**src/rtl/alu_pkg.sv**
```systemverilog
// -----------------------------------------------------------------------------
// alu_pkg
// Shared definitions for the ALU command sequencer slice:
//   - seq_state_t     : sequencer FSM states
//   - GRP_*           : opcode group codes, taken from opcode bits [3:2]
//   - STAT_*          : bit positions inside the 4-bit ALU status word
//   - is_illegal_group: true for the group that has no ALU behind it
// -----------------------------------------------------------------------------
package alu_pkg;

  typedef enum logic [1:0] {
    ST_IDLE    = 2'd0,
    ST_ISSUE   = 2'd1,
    ST_CAPTURE = 2'd2,
    ST_DELIVER = 2'd3
  } seq_state_t;

  localparam logic [1:0] GRP_ARITH   = 2'b00;
  localparam logic [1:0] GRP_LOGIC   = 2'b01;
  localparam logic [1:0] GRP_SHIFT   = 2'b10;
  localparam logic [1:0] GRP_ILLEGAL = 2'b11;

  localparam int STAT_ZERO   = 0;
  localparam int STAT_CARRY  = 1;
  localparam int STAT_PARITY = 2;
  localparam int STAT_NEG    = 3;

  // Group 2'b11 is not backed by any ALU function.
  function automatic logic is_illegal_group(input logic [1:0] grp);
    return (grp == GRP_ILLEGAL);
  endfunction

endpackage

```
**src/rtl/alu_cmd_fifo.sv**
```systemverilog
// -----------------------------------------------------------------------------
// alu_cmd_fifo
// Command queue in front of the sequencer FSM. Power-of-two depth, so the
// read and write pointers wrap naturally.
// Ports:
//   i_clk, i_reset   clock, asynchronous active-low reset
//   i_push, i_data   write one command (ignored while full)
//   i_pop            drop the head entry (ignored while empty)
//   o_data           current head entry (valid when o_empty is 0)
//   o_count          occupancy, 0..DEPTH
//   o_full, o_empty  occupancy flags
// -----------------------------------------------------------------------------
module alu_cmd_fifo
  import alu_pkg::*;
#(
  parameter int DEPTH = 4,
  parameter int WIDTH = 20
) (
  input  logic                     i_clk,
  input  logic                     i_reset,
  input  logic                     i_push,
  input  logic [WIDTH-1:0]         i_data,
  input  logic                     i_pop,
  output logic [WIDTH-1:0]         o_data,
  output logic [$clog2(DEPTH):0]   o_count,
  output logic                     o_full,
  output logic                     o_empty
);

  localparam int AW = $clog2(DEPTH);
  localparam logic [AW:0] FULL_COUNT = (AW+1)'(DEPTH);

  logic [WIDTH-1:0] mem [DEPTH];
  logic [AW-1:0]    wr_ptr;
  logic [AW-1:0]    rd_ptr;
  logic             do_push;
  logic             do_pop;

  assign o_full  = (o_count == FULL_COUNT);
  assign o_empty = (o_count == '0);
  assign do_push = i_push & ~o_full;
  assign do_pop  = i_pop & ~o_empty;
  assign o_data  = mem[rd_ptr];

  // Storage array; no reset needed since occupancy decides what is valid.
  always_ff @(posedge i_clk) begin
    if (do_push) begin
      mem[wr_ptr] <= i_data;
    end
  end

  // Pointers and occupancy. A push and a pop on the same edge cancel out
  // in the count while both pointers still advance.
  always_ff @(posedge i_clk or negedge i_reset) begin
    if (!i_reset) begin
      wr_ptr  <= '0;
      rd_ptr  <= '0;
      o_count <= '0;
    end else begin
      if (do_push) begin
        wr_ptr <= wr_ptr + 1'b1;
      end
      if (do_pop) begin
        rd_ptr <= rd_ptr + 1'b1;
      end
      case ({do_push, do_pop})
        2'b10:   o_count <= o_count + 1'b1;
        2'b01:   o_count <= o_count - 1'b1;
        default: o_count <= o_count;
      endcase
    end
  end

endmodule

```
**src/rtl/alu_cmd_sequencer.sv**
```systemverilog
// -----------------------------------------------------------------------------
// alu_cmd_sequencer
// Queues ALU commands and runs them one at a time through an external,
// registered ALU: issue operands, capture the ALU result one edge later,
// then hold it for the downstream consumer.
// Ports:
//   i_clk, i_reset                 clock, asynchronous active-low reset
//   i_valid/o_ready, i_op,
//   i_arg_A, i_arg_B               upstream command handshake
//   o_alu_op, o_alu_arg_A/B        operands held towards the ALU
//   i_alu_result, i_alu_status     registered ALU outputs
//   o_valid/i_ready, o_result,
//   o_status, o_illegal            downstream result handshake
//   o_count                        command FIFO occupancy
// -----------------------------------------------------------------------------
module alu_cmd_sequencer
  import alu_pkg::*;
#(
  parameter int N     = 4,
  parameter int M     = 8,
  parameter int K     = 8,
  parameter int DEPTH = 4
) (
  input  logic                   i_clk,
  input  logic                   i_reset,
  input  logic                   i_valid,
  output logic                   o_ready,
  input  logic [N-1:0]           i_op,
  input  logic [M-1:0]           i_arg_A,
  input  logic [M-1:0]           i_arg_B,
  output logic [N-1:0]           o_alu_op,
  output logic [M-1:0]           o_alu_arg_A,
  output logic [M-1:0]           o_alu_arg_B,
  input  logic [K-1:0]           i_alu_result,
  input  logic [3:0]             i_alu_status,
  output logic                   o_valid,
  input  logic                   i_ready,
  output logic [K-1:0]           o_result,
  output logic [3:0]             o_status,
  output logic                   o_illegal,
  output logic [$clog2(DEPTH):0] o_count
);

  localparam int CMD_W = N + 2*M;

  seq_state_t       state;
  logic [CMD_W-1:0] head;
  logic [N-1:0]     head_op;
  logic [M-1:0]     head_a;
  logic [M-1:0]     head_b;
  logic             head_illegal;
  logic             fifo_full;
  logic             fifo_empty;
  logic             fifo_push;
  logic             fifo_pop;
  logic             ready_en;
  logic             pend_illegal;

  // ready_en keeps o_ready low through reset and for the cycle after release.
  assign o_ready   = ready_en & ~fifo_full;
  assign fifo_push = i_valid & o_ready;

  assign head_op      = head[CMD_W-1 -: N];
  assign head_a       = head[2*M-1 -: M];
  assign head_b       = head[M-1:0];
  assign head_illegal = is_illegal_group(head_op[3:2]);

  // A new command is taken whenever the FSM is free: idle, or the result
  // being delivered is accepted on this edge.
  assign fifo_pop = ~fifo_empty &
                    ((state == ST_IDLE) | ((state == ST_DELIVER) & i_ready));

  alu_cmd_fifo #(
    .DEPTH (DEPTH),
    .WIDTH (CMD_W)
  ) u_fifo (
    .i_clk   (i_clk),
    .i_reset (i_reset),
    .i_push  (fifo_push),
    .i_data  ({i_op, i_arg_A, i_arg_B}),
    .i_pop   (fifo_pop),
    .o_data  (head),
    .o_count (o_count),
    .o_full  (fifo_full),
    .o_empty (fifo_empty)
  );

  // Sequencer FSM with all outputs registered. The case statement handles
  // the fixed progressions; the fifo_pop block afterwards overrides the next
  // state whenever a command is taken. Illegal opcodes never touch the ALU
  // operands and jump to CAPTURE, which then loads the zero result with
  // o_illegal set, so they are delivered one cycle earlier than ALU commands.
  always_ff @(posedge i_clk or negedge i_reset) begin
    if (!i_reset) begin
      state        <= ST_IDLE;
      ready_en     <= 1'b0;
      pend_illegal <= 1'b0;
      o_alu_op     <= '0;
      o_alu_arg_A  <= '0;
      o_alu_arg_B  <= '0;
      o_valid      <= 1'b0;
      o_result     <= '0;
      o_status     <= '0;
      o_illegal    <= 1'b0;
    end else begin
      ready_en <= 1'b1;

      case (state)
        ST_IDLE: begin
          state <= ST_IDLE;
        end
        ST_ISSUE: begin
          state <= ST_CAPTURE;
        end
        ST_CAPTURE: begin
          state   <= ST_DELIVER;
          o_valid <= 1'b1;
          if (pend_illegal) begin
            o_result  <= '0;
            o_status  <= 4'b0000;
            o_illegal <= 1'b1;
          end else begin
            o_result  <= i_alu_result;
            o_status  <= i_alu_status;
            o_illegal <= 1'b0;
          end
        end
        ST_DELIVER: begin
          if (i_ready) begin
            o_valid <= 1'b0;
            state   <= ST_IDLE;
          end
        end
        default: begin
          state <= ST_IDLE;
        end
      endcase

      if (fifo_pop) begin
        pend_illegal <= head_illegal;
        if (head_illegal) begin
          state <= ST_CAPTURE;
        end else begin
          state       <= ST_ISSUE;
          o_alu_op    <= head_op;
          o_alu_arg_A <= head_a;
          o_alu_arg_B <= head_b;
        end
      end
    end
  end

endmodule

```
**config.mk**
```make
export PLATFORM = sky130hd
export DESIGN_NAME = alu_cmd_sequencer
export DESIGN_NICKNAME = d
export VERILOG_FILES = /design/src/rtl/alu_pkg.sv /design/src/rtl/alu_cmd_fifo.sv /design/src/rtl/alu_cmd_sequencer.sv
export SDC_FILE = /design/constraint.sdc
export NUM_CORES = 1
export LEC_CHECK = 0
export CORE_ASPECT_RATIO = 0.8
export CORE_MARGIN = 2
export CORE_UTILIZATION = 40
export DETAILED_ROUTE_END_ITERATION = 7
export PLACE_DENSITY = 0.71
export SLEW_MARGIN = 30
export SYNTH_ARGS = -nofsm -noshare
export SYNTH_HDL_FRONTEND = slang
export SYNTH_SLANG_ARGS = --single-unit
```
**constraint.sdc**
```tcl
create_clock -name i_clk -period 3.61 [get_ports i_clk]
set_clock_uncertainty 0.1 [all_clocks]
set_input_delay 0.5415 -clock i_clk [delete_from_list [all_inputs] [get_ports i_clk]]
set_output_delay 0.5415 -clock i_clk [all_outputs]
set_load 0.02 [all_outputs]
```
==> Word level (Yosys, flattened, before mapping) <==
Memory sizes are Yosys's and may differ from the RTL's.
Index checks and enable logic that the tools add are counted.
{ "op_classes": {"mux": 12, "bitwise_logic": 10, "addsub": 4, "div": 0, "n_reduce_logical": 6, "n_shift": 0, "mul": 0, "eq_ne": 9, "order_cmp": 0} }
{ "ops": {"columns": ["operator", "count"], "rows": [
  ["equality test 2 bit (second input constant)", 4],
  ["2-to-1 mux 8 bit", 1],
  ["one-hot mux 2 bit (4 select lines)", 1],
  ["bitwise AND 1 bit", 6],
  ["2-to-1 mux 2 bit", 3],
  ["one-hot mux 3 bit (2 select lines)", 1],
  ["adder 2 x 1 -> 2 bit (second input constant)", 2],
  ["equality test 2 x 1 -> 1 bit (second input constant)", 2],
  ["2-to-1 mux 1 bit", 4],
  ["2-to-1 mux 4 bit", 1],
  ["AND reduction 2 bit", 2],
  ["nonzero test 2 bit", 2],
  ["adder 3 x 1 -> 3 bit (second input constant)", 1],
  ["equality test 3 bit (second input constant)", 1],
  ["zero test 3 bit", 1],
  ["inequality test 3 x 2 -> 1 bit (second input constant)", 1],
  ["NOT 1 bit", 3],
  ["subtractor 3 x 1 -> 3 bit (second input constant)", 1],
  ["zero test 2 bit", 1],
  ["inequality test 2 bit (second input constant)", 1],
  ["one-hot mux 1 bit (2 select lines)", 1],
  ["bitwise OR 1 bit", 1]
]} }
{ "totals": {"romBits": 0, "ram_bits": 80, "ff_bits": 45, "latchBits": 0, "memories": 1} }
{ "memory_table": {"columns": ["memory", "depth", "width", "rd", "rd_ports_with_merged_regs", "write_ports", "line_no", "source"], "rows": [
  ["u_fifo.mem", 4, 20, 1, 0, 1, "alu_cmd_fifo.sv:33", "logic [WIDTH-1:0] mem [DEPTH];"]
]} }

==> Depth between registers and ports, before layout <==
{ "depth": {"depth_word": 7, "ltp_mapped": 11, "ltp_nobuf": 11} }

==> By module <==
From an unflattened synthesis, not the netlist that was laid out.
{ "unflattened": {"hier_cells": 268, "hier_area_um2": 4952.2} }
{ "by_module_without_submodules": {"columns": ["module", "n_inst", "area_each_um2", "cells_per_inst"], "rows": [
  ["alu_cmd_fifo", 1, 3331.9, 141],
  ["alu_cmd_sequencer", 1, 1620.3, 127]
]} }

==> Worst setup path after synthesis <==
No wires, ideal clock.
{ "synth_timing": {"path_kind": "reg-to-reg", "start": "register u_fifo.rd_ptr[0]", "end": "register o_alu_arg_A[1]", "t_required_ns": 3.385, "setup_ns": 0.125, "arrival_time_ns": 1.952, "path_slack_ns": 1.433, "stages_incl_launch_ff": 5, "period_less_slack_ns": 2.177, "path_cell_list": "dfrtp_1 -> mux4_2 -> a211oi_4 -> buf_6 -> mux2_2"} }
{ "synth_via": {"elab_chain_len": 4} }
{ "synth_rtl": {"columns": ["element", "line_no", "source"], "rows": [
  ["start: declaration", "alu_cmd_fifo.sv:35", "logic [AW-1:0] rd_ptr;"],
  ["start signal: assignment", "alu_cmd_fifo.sv:64", "rd_ptr <= rd_ptr + 1'b1;"],
  ["memory (4 x 20 bit) (*)", null, null],
  ["equality test 2 bit", "alu_pkg.sv:30", "return (grp == GRP_ILLEGAL);"],
  ["NOT 1 bit (no line)", null, null],
  ["AND reduction 2 bit (no line)", null, null],
  ["end signal: assignment", "alu_cmd_sequencer.sv:99", "o_alu_arg_A <= '0;"],
  ["end signal: assignment", "alu_cmd_sequencer.sv:146", "o_alu_arg_A <= head_a;"],
  ["end: declaration", "alu_cmd_sequencer.sv:32", "output logic [M-1:0] o_alu_arg_A,"]
]} }
Mark *: on every way between the ends. The rest lies on a longest branch, timed or not.
A chain may end at the register's enable or synchronous reset.

==> Worst setup path in the final report <==
{ "layout_timing": {"start": "register u_fifo.rd_ptr[0]", "end": "register o_alu_arg_B[5]"} }
{ "layout_via": {"elab_chain_len": 4} }
{ "layout_rtl": {"columns": ["element", "line_no", "source"], "rows": [
  ["memory (4 x 20 bit) (*)", null, null],
  ["equality test 2 bit", "alu_pkg.sv:30", null],
  ["NOT 1 bit (no line)", null, null],
  ["AND reduction 2 bit (no line)", null, null],
  ["end signal: assignment", "alu_cmd_sequencer.sv:100", "o_alu_arg_B <= '0;"],
  ["end signal: assignment", "alu_cmd_sequencer.sv:147", "o_alu_arg_B <= head_b;"],
  ["end: declaration", "alu_cmd_sequencer.sv:33", "output logic [M-1:0] o_alu_arg_B,"]
]} }
Marks and branches as above.

==> key figures <==
Yosys
  • Synthesized cell area: a little under 5000 um^2
  • Compound-Gate Fraction of Synth Area: 3.79%
  • Largest family of logic cells by synthesized area: multiplexers
  • Synth Register Bits: 125
  • Register area share after synthesis: 72.7%
  • Mux share of post-synthesis cell area: 14.1%
  • Post-Syn Nets: 309
  • Synth unique cells: 34
  • Yosys warning count: 0
  • Synth Area in Simple Gates: about 3.3%
  • Post-Synthesis Cells: between 200 and 300
  • Area share of xor/xnor cells in the synthesized design: 1.08%
  • Syn Area/Cell: around 18 um^2
  • Synthesized-area fraction occupied by adder cells: under 10%

Clock network
  • Post-CTS Setup Repair Bufs: 0
  • Clk_lat worst skew: roughly 400 ps
  • H-tree Lvls: 4
  • Clock root buffer master: clkbuf_16
  • CTS Hold Buffers Added: 0
  • Clk sinks: roughly 130
  • CTS Buffer Depth: 2
  • Cts bufs inserted: 17
  • CTS resizes: 0
  • CTS tree: done
  • Worst-path clk slew: 50 ps

STA
  • Setup-failing EPs final: 0
  • Final min period: 2570 ps
  • Max Fclk: 0.389 GHz
  • Sum Neg Setup Slack: 0 ps
  • Fin. max-slew vios: 0
  • Max-slew headroom: between 50% and 60%
  • Final Hold Vio Count: 0
  • RSZ-0062 raised after global routing: false
  • Crit share post-route: 71.2%
  • Slew @ Worst Pin: 698 ps

Global route
  • Grt ovf: 0
  • Total Routing Usage GR: roughly 15%
  • Initial antenna violation count: 0
  • Largest net degree at the start of global routing: 46
  • First-pass GRT wire length: 14.4 mm
  • Vias in the first global route: 2,744

Floorplan
  • Core area: 11,700 um^2
  • Die ar.: 13,000 um^2
  • Initial Utilization: 41.5%
  • Rows: 35
  • Die Wd: 127 um
  • Chip Height: 103 um
  • IO Pins: 74

Critical path
  • Crit-path max cell delay: 590 ps
  • Worst Path Arrival: 2760 ps
  • Crit end category: register
  • Crit-path cells: buf_4 > mux4_2 > a211oi_4 > buf_4 > mux2_2
  • CP required: 3800 ps
  • Most used cell along the critical path: buf_4
  • CP max stage cell: mux4_2
  • CP max FO: 19
  • Startpoint types: register
  • Crit path kind: reg2reg

Finish
  • Share of cells above drive strength 1: 21.4%
  • Antenna Cells: 0
  • FILL cells: between 900 and 1,000
  • Most frequent cells in the layout: 80 x edfxtp_1, 72 x clkdlybuf4s50_1, 45 x dfrtp_1
  • Finished Layout Cells: 517
  • NumNets Final: 401
  • Commonest non-fill, non-tap cell in the layout: edfxtp_1
  • Area growth syn-to-layout: 31.5%
  • Reg area: 3530 um^2
  • Multi-input gate area: approximately 1200 um^2

Worst hold path
  • Hold WC Path Type: in2async

Placement
  • Placed cell count: 485
  • Final Wtd Congestion: 0.696
  • Port Buf Inserts: 73
  • HPWL after detailed placement: 5.75 mm

Routing
  • Via Count: approximately 2,600
  • Iter 0 DRT Violations: 179
  • Post-DR vias/cell: 5.00
  • DR pass1 iterations: 4
  • Detailed Route WL: 9.09 mm
  • WL/cell: ~18 um
  • DRC viols: 0
  • Post-route ant nets: 0

Pwr
  • Lkg Pwr: 2.38 nW
  • PwrDens: 896 nW/um^2
  • Peak VDD IR: about 550 uV

Run status
  • Status: finished clean

Run
  • Maxcap violations: 0
## state kept, by name, summed over array words and instances, names as in the netlist, 2 cells and up
register        flops
o_alu_arg_A         8
o_alu_op            4
u_fifo.rd_ptr       2
u_fifo.wr_ptr       2
state               2
o_alu_arg_B         8
u_fifo.mem         80
o_result            8
u_fifo.o_count      3
o_status            4
## worst max-delay path: cells and delay by family, from the launching register on
family / cells / cell delay (ps)
mux: 2 / 970
buf+inv: 2 / 590
flops: 1 / 520
compound gates: 1 / 260
## cells by family after synthesis
family          after synthesis
buf+inv                      30
flops                       125
compound gates               26
mux                          41
fa+ha+maj                     9
xor+xnor                      6
other cells                   1
simple gates                 26
## Yosys cell counts
master	instances	share of area, %
ha_1	8	2.1
a211oi_4	1	0.41
o22a_1	2	0.36
mux2_2	20	4.6
o31a_1	1	0.18
a22o_1	2	0.36
nand2_1	2	0.15
nand3b_1	10	1.5
nand3_1	1	0.10
a21oi_1	3	0.31
xnor2_1	5	0.90
buf_1	4	0.31
and2_1	4	0.52
clkbuf_1	3	0.23
inv_1	22	1.7
nor3_1	3	0.31
a211oi_1	1	0.15
nand2b_1	1	0.13
o21ai_0	11	1.1
buf_6	1	0.23
a221oi_1	1	0.18
edfxtp_1	80	49
or3_1	1	0.13
fa_1	1	0.41
mux2i_1	1	0.21
xor2_1	1	0.18
dfrtp_1	45	23
nor2_1	3	0.23
o311a_1	1	0.21
conb_1	1	0.077
and4_1	1	0.18
mux4_2	20	9.3
o2bb2ai_1	1	0.18
a21o_1	2	0.31
## stage by stage
stage	power [mW]	instance area [um^2]	utilization (%)	setup WS [ps]	hold slack, ps
floorplan	3.37	4850	-	1430	146
global placement	4.08	5790	49.5	936	391
detailed placement	4.14	5790	49.5	908	397
CTS	5.80	6380	54.6	993	60.6
global route	6.04	6380	54.6	924	89.4
finish	5.72	6380	54.6	1040	31.1
## metal layers
layer  vias up  share of wire (%)  track usage [%]  wire length (um)
met5         -                  0                0                 0
met4         0                1.2             6.34               105
met3         9                6.8             5.66               614
met2        84                 48             24.0              4370
met1      1308                 44             19.8              4000
li1       1184                  -                -                 -
## power by group
group | total, mW | switching [mW] | internal [mW]
Sequential | 2.12 | 0.225 | 1.89
Combinational | 1.96 | 0.945 | 1.02
Clock | 1.64 | 0.572 | 1.07
Total | 5.72 | 1.74 | 3.98
## layout make-up
type / instances / area share (%)
multi-input combinational: 109 / 18.9
inverter: 22 / 1.29
timing repair buffer: 81 / 12.4
clock inverter: 4 / 0.353
sequential: 125 / 55.3
clock buffer: 28 / 8.92
tap: 148 / 2.90
## worst paths after layout
check,from,to,slack (ps),cells past startpoint
setup / recovery,u_fifo.rd_ptr[0],o_alu_arg_B[5],1040,5
hold / removal,i_reset,o_alu_arg_B[4],30,1
setup reg to reg,u_fifo.rd_ptr[0],o_alu_arg_B[5],1040,5
hold reg to reg,o_alu_arg_B[2],o_alu_arg_B[2],400,1
max in group asynchronous,i_reset,o_alu_arg_B[3],2940,1
min in group i_clk,o_alu_arg_B[2],o_alu_arg_B[2],400,1
Power figures use the tool's default switching activity.
